File: src/rtl/max_result_reader_pkg.sv
// Widths of the max-score record and the derived beat geometry for the result reader.
// The record is score, then row, then col, and is zero-padded at the MSB to a whole number of beats.
package design_variables;
   localparam int SCORE_WIDTH    = 12;
   localparam int ROW_BITS_WIDTH = 6;
   localparam int COL_BITS_WIDTH = 6;
   localparam int OUT_WIDTH      = 8;

   localparam int REC_W     = SCORE_WIDTH + ROW_BITS_WIDTH + COL_BITS_WIDTH;
   localparam int NUM_BEATS = (REC_W + OUT_WIDTH - 1) / OUT_WIDTH;
   localparam int PAD_W     = NUM_BEATS * OUT_WIDTH;
   localparam int CNT_W     = (NUM_BEATS > 1) ? $clog2(NUM_BEATS) : 1;

   typedef enum logic [1:0] {
      IDLE = 2'd0,
      SEND = 2'd1,
      DONE = 2'd2
   } rd_state_t;
endpackage

File: src/rtl/max_result_reader_piso_shift_reg.sv
// Parallel-in serial-out register for the padded record; beat 0 sits in the top OUT_WIDTH bits.
// A load takes priority over a shift in the same cycle.
module piso_shift_reg
   import design_variables::*;
(
   input  logic                 clk,
   input  logic                 rst,
   input  logic                 i_load,
   input  logic                 i_shift,
   input  logic [PAD_W-1:0]     i_data,
   output logic [OUT_WIDTH-1:0] o_top
);
   logic [PAD_W-1:0] r_shift;

   always_ff @(posedge clk) begin
      if (rst) begin
         r_shift <= '0;
      end else if (i_load) begin
         r_shift <= i_data;
      end else if (i_shift) begin
         r_shift <= r_shift << OUT_WIDTH;
      end
   end

   assign o_top = r_shift[PAD_W-1 -: OUT_WIDTH];
endmodule

File: src/rtl/max_result_reader.sv
// Captures the final max-score record on done_in and streams it MSB-first as
// OUT_WIDTH-wide valid/ready beats, with sticky detection of records dropped while busy.
module max_result_reader
   import design_variables::*;
(
   input  logic                      clk,
   input  logic                      rst,
   input  logic                      start,
   input  logic                      done_in,
   input  logic [SCORE_WIDTH-1:0]    max_score,
   input  logic [ROW_BITS_WIDTH-1:0] max_row,
   input  logic [COL_BITS_WIDTH-1:0] max_col,
   output logic [OUT_WIDTH-1:0]      out_data,
   output logic                      out_valid,
   input  logic                      out_ready,
   output logic                      out_last,
   output logic                      busy,
   output logic                      sent,
   output logic                      drop_err
);
   rd_state_t        r_state;
   logic [CNT_W-1:0] r_cnt;
   logic             r_out_valid;
   logic             r_busy;
   logic             r_sent;
   logic             r_drop_err;

   logic             w_capture;
   logic             w_xfer;
   logic             w_cnt_last;
   logic             w_load;
   logic [PAD_W-1:0] w_load_data;

   // start outranks both capture and transfer; a capture is legal only when not streaming
   assign w_capture   = !start && done_in && (r_state != SEND);
   assign w_xfer      = !start && (r_state == SEND) && r_out_valid && out_ready;
   assign w_cnt_last  = (r_cnt == CNT_W'(NUM_BEATS - 1));
   assign w_load      = start || w_capture;
   assign w_load_data = start ? '0 : PAD_W'({max_score, max_row, max_col});

   piso_shift_reg u_piso (
      .clk     (clk),
      .rst     (rst),
      .i_load  (w_load),
      .i_shift (w_xfer),
      .i_data  (w_load_data),
      .o_top   (out_data)
   );

   always_ff @(posedge clk) begin
      if (rst) begin
         r_state     <= IDLE;
         r_cnt       <= '0;
         r_out_valid <= 1'b0;
         r_busy      <= 1'b0;
         r_sent      <= 1'b0;
         r_drop_err  <= 1'b0;
      end else if (start) begin
         r_state     <= IDLE;
         r_cnt       <= '0;
         r_out_valid <= 1'b0;
         r_busy      <= 1'b0;
         r_sent      <= 1'b0;
         r_drop_err  <= 1'b0;
      end else begin
         r_sent <= 1'b0;
         case (r_state)
            IDLE, DONE: begin
               if (w_capture) begin
                  r_state     <= SEND;
                  r_cnt       <= '0;
                  r_out_valid <= 1'b1;
                  r_busy      <= 1'b1;
               end else begin
                  r_state <= IDLE;
               end
            end
            SEND: begin
               if (done_in) begin
                  r_drop_err <= 1'b1;
               end
               if (w_xfer) begin
                  if (w_cnt_last) begin
                     r_state     <= DONE;
                     r_cnt       <= '0;
                     r_out_valid <= 1'b0;
                     r_busy      <= 1'b0;
                     r_sent      <= 1'b1;
                  end else begin
                     r_cnt <= r_cnt + CNT_W'(1);
                  end
               end
            end
            default: begin
               r_state     <= IDLE;
               r_cnt       <= '0;
               r_out_valid <= 1'b0;
               r_busy      <= 1'b0;
            end
         endcase
      end
   end

   assign out_valid = r_out_valid;
   assign out_last  = r_out_valid && w_cnt_last;
   assign busy      = r_busy;
   assign sent      = r_sent;
   assign drop_err  = r_drop_err;
endmodule
File: config.mk
export PLATFORM = sky130hd
export DESIGN_NAME = max_result_reader
export DESIGN_NICKNAME = d
export VERILOG_FILES = /design/src/rtl/max_result_reader_pkg.sv /design/src/rtl/max_result_reader_piso_shift_reg.sv /design/src/rtl/max_result_reader.sv
export SDC_FILE = /design/constraint.sdc
export NUM_CORES = 1
export LEC_CHECK = 0
export CORE_UTILIZATION = 48
export DETAILED_ROUTE_END_ITERATION = 8
export PLACE_DENSITY = 0.81
export REMOVE_ABC_BUFFERS = 1
export SYNTH_ARGS = -nofsm -noshare
export SYNTH_HDL_FRONTEND = slang
export SYNTH_SLANG_ARGS = --single-unit
File: constraint.sdc
create_clock -name clk -period 1.6 [get_ports clk]
set_input_delay 0.32 -clock clk [delete_from_list [all_inputs] [get_ports clk]]
set_output_delay 0.32 -clock clk [all_outputs]
set_load 0.05 [all_outputs]
======== Yosys cells after proc, flatten, opt, wreduce, memory -nomap -nowiden ========
Index checks and enable logic that the tools add are counted.
storage, ports and cells
  bits in registers ....................... 31
  bits of input ports ..................... 29
  output and inout bits ................... 13
  word-level logic and storage cells ...... 49
cells by class
  add/sub/neg operators ................... 1
  equal/unequal tests ..................... 7
  multiplexer cells ....................... 16
  bitwise gates (word level) .............. 2
  reductions and logical operators ........ 17
operators by type and width
  cell                 number
  $mux 24              3
  $mux 2               5
  $pmux 2 s2           2
  $logic_and 1x1->1    6
  $reduce_and 2->1     3
  $mux 1               5
  $eq 2x2->1 const B   2
  $ne 2x1->1 const B   2
  $ne 2x2->1 const B   2
  $reduce_or 2->1      2
  $reduce_or 4->1      1
  $reduce_and 3->1     1
  $add 2x1->2 const B  1
  $eq 2x1->1 const B   1
  $logic_not 2->1      1
  $not 1->1            2
  $pmux 1 s2           1
  $reduce_bool 2->1    1
  $logic_not 1->1      1
  $logic_or 1x1->1     1

======== Depth between registers and ports, before layout ========
  depth after elaboration ................. 6
  mapped depth ............................ 6
  gate-level depth less buffers ........... 3

======== By module ========
Synthesis repeated with hierarchy kept, for this count alone.
unflattened totals
  cells, all modules ...................... 179
  area total of the unflattened synthesis .. 1616.6 µm²
modules (own cells, without submodules)
  module             times used  cells each  area each (µm²)  seq. area each (µm²)
  piso_shift_reg     1           114         1122.3           480.5
  max_result_reader  1           65          494.2            140.1

======== Least setup slack after synthesis ========
Ideal clock, no wire load.
  path kind ............................... reg2out
  from .................................... register busy (netlist name)
  to ...................................... output port out_last
  arrival ................................. 1.566 ns
  required time ........................... 1.280 ns
  setup slack ............................. -0.286 ns
  stages on the path, launching flop included .. 3
  buffers on the path ..................... 0
  cells stage by stage .................... dfxtp_1 -> inv_1 -> nor2_1
RTL lines
  what       line                     text
  to (decl)  max_result_reader.sv:16  output logic out_last,

======== Worst setup path after layout ========
  from .................................... register r_cnt[0]
  to ...................................... output port out_last
on the way
  word-level cells in the longest chain between the ends .. 2
ends and longest elaborated chain
  what                    line                      text
  from (decl)             max_result_reader.sv:22   logic [CNT_W-1:0] r_cnt;
  from (signal assigned)  max_result_reader.sv:90   r_cnt <= r_cnt + CNT_W'(1);
  $eq 2x2->1              max_result_reader.sv:37   assign w_cnt_last = (r_cnt == CNT_W'(NUM_BEATS - 1));
  $logic_and 1x1->1       max_result_reader.sv:105  assign out_last = r_out_valid && w_cnt_last;
No other way between the ends.

==> results.toml <==
[floorplanning]
die_w_um = 60.8
placementRows = 20
pin_count = 42
coreArea_um2 = 3180
die_h_um = 60.8
start_util_pct = 52.3
die_area_um2 = 3700

[synth]
yosysUniqueCellTypes = 34
yosys_warnings = 0
syn_area_um2 = 1660
synth-seq-area-share_pct = 37.3
synth_top_area_share_pct = 37.3
syn_avg_cell_area_um2 = 8.89
ys_top_cells_by_area = "dfxtp_1 (37%), o2111ai_1 (12%), buf_4 (6.8%), nand3_1 (6.6%), nand4_1 (5.6%)"
netlist_instances = 187
synth-seq-cells = 31
synth_top_area_cell = "dfxtp_1"

[global_routing]
grt_first_pass_wirelength_um = 7140
grt_antenna_before_repair = 0
grtUsageTotal_pct = 26.5
grt_pass1_vias = 1592
overflow = 0
grt_max_degree = 24

[job]
cap_violations = 0

[setup_path]
reg2reg_from = "r_state[0]"
cp.arrival_ns = 1.24
path_max_fanout = 5
reg2reg_depth = 3
start_kind = "register"
path_class = "reg2out"
cpPeakStageDelay_ns = 0.35
crit_chain = "nand2b_2 > nor2_4 > buf_12"
end_kind = "output pin"
cp.required_ns = 1.28
critPathSlowestCell = "dfxtp_1"
startpoint = "r_cnt[0]"

[finish]
mostFrequentLayoutCells = "dfxtp_1 (31), buf_4 (30), clkdlybuf4s50_1 (28), nand3_1 (22), o2111ai_1 (22)"
final.fill_count = 278
mostFrequentLayoutCell = "dfxtp_1"
area_delta_synth_final_pct = 30.6
nets = 254
drive_gt1_share_pct = 21.8
diodes = 0

[placement]
portBuffers = 41
dpl.hpwl_um = 3120
gp_congestion = 0.879

[drt]
wirelength_um = 4430
drc_errors = 0
drt_iter0_markers = 110
vias = 1692
ant_nets = 0
first_pass_iters = 4
via_per_inst = 6.29
routedWlPerCell_um = 16.5

[min_path]
hold_start = "u_piso.r_shift[5]"
hold_path_class = "reg2reg"
hold_depth = 2

[cts]
cts.sinks = 31
clockBufferDepth = 2
htreeDepth = 2
cts_setup_buffers = 0
clk_pin_slew_ns = 0.10
cts_hold_buf = 0
cts_root_buf = "clkbuf_4"
cts_tree = "built"
clock_latency_ns = 0.34
cts_buffers = 5

[timing]
fin_hold_ws_ns = 0.483
slew_viol_final = 0
worst_slew_margin_rel_pct = 78.6
clock.fmax_ghz = 0.642
worstMarginPinSlew_ns = 0.320
finalCritPeriodShare_pct = 97.3
period_minus_slack_ns = 1.56
hold_violations = 0
fin_worst_skew_ns = 0.00698
setup_violations = 0

[pwr]
power_leakage_nw = 0.788
p_total_mw = 1.58
ir_drop_mv = 0.454
p_per_area_nw_per_um2 = 729

[status]
outcome = "complete, no violations"
==> per-stage QoR <==
step                TNS (ns)  instance area, um2  cells  setup slack (ns)  util, %
floorplan              -7.57                1420    154            -0.628        -
global placement           0                2100    262           0.00558     66.2
detailed placement    -0.689                2100    262           -0.0847     66.2
CTS                        0                2160    269            0.0408     68.0
global route         -0.0121                2170    269           -0.0121     68.3
finish                     0                2170    269            0.0425     68.3
==> report_power, final <==
| part | total, mW | internal, mW | switching [mW] |
|---|---|---|---|
| logic | 0.299 | 0.146 | 0.153 |
| registers | 0.809 | 0.794 | 0.0154 |
| clock network | 0.472 | 0.203 | 0.269 |
==> cells by family after synthesis <==
group	share of synthesized area, %
AO/OA/AOI/OAI	26.6
buffers and inverters	15.7
flip-flops	37.3
AND/OR/NAND/NOR	20.4
==> repair_timing <==
action                                  in CTS  in global routing
endpoints found under the hold margin        0                  0
pin swaps                                    0                  1
resized for setup                            1                  2
endpoints found under the setup margin       1                  1
==> synth_stat cells <==
library cell / n
a31oi_1: 14
o21ai_0: 2
a221o_1: 1
a21boi_0: 2
nand3_1: 22
o31ai_1: 2
buf_12: 1
or2_2: 1
and3_1: 1
a21oi_1: 13
and2b_1: 1
buf_6: 5
nor4_1: 1
inv_1: 4
nor3_1: 2
nor2_1: 4
and3b_1: 2
nand4b_4: 1
o32a_1: 1
o2111ai_1: 22
nand3b_1: 1
o311a_1: 1
o221ai_1: 1
a211oi_1: 1
inv_2: 1
clkbuf_1: 6
o211a_1: 1
nand2b_1: 3
nand2_1: 1
dfxtp_1: 31
nor2b_1: 2
nand4_1: 15
buf_2: 6
buf_4: 15
==> final cells by class <==
| cell class | instances | area [um2] | area share, % |
|---|---|---|---|
| Multi-Input combinational cell | 118 | 793 | 36.6 |
| Timing Repair Buffer | 64 | 626 | 28.8 |
| Sequential cell | 31 | 621 | 28.6 |
| Tap cell | 44 | 55.1 | 2.54 |
| Clock buffer | 6 | 51.3 | 2.36 |
| Inverter | 5 | 18.8 | 0.865 |
| Clock inverter | 1 | 5.00 | 0.231 |
==> layer usage <==
| layer | wire length (um) | share of wire (%) | vias up | global-route usage, % |
|---|---|---|---|---|
| li1 | - | - | 803 | - |
| met4 | 48 | 1.1 | 0 | 7.79 |
| met2 | 2340 | 53 | 71 | 47.9 |
| met3 | 295 | 6.7 | 6 | 7.04 |
| met1 | 1740 | 39 | 812 | 30.6 |
| met5 | 0 | 0 | - | 0 |
==> final timing paths <==
check,to,slack [ns]
setup / recovery,out_last,0.04
setup reg to reg,u_piso.r_shift[22],0.14
hold reg to reg,u_piso.r_shift[13],0.48
hold / removal,u_piso.r_shift[13],0.48
==> sequential cells by signal, summed over array words and instances (netlist names) <==
register / count
u_piso.r_shift: 24
busy: 1
sent: 1
r_state: 2
drop_err: 1
r_cnt: 2
==> critical path, delay by kind of cell, from the launching register on <==
family / cells / cell delay, ns
flops: 1 / 0.35
simple gates: 2 / 0.41
buf+inv: 1 / 0.14
(Power assumes the default switching activity.)
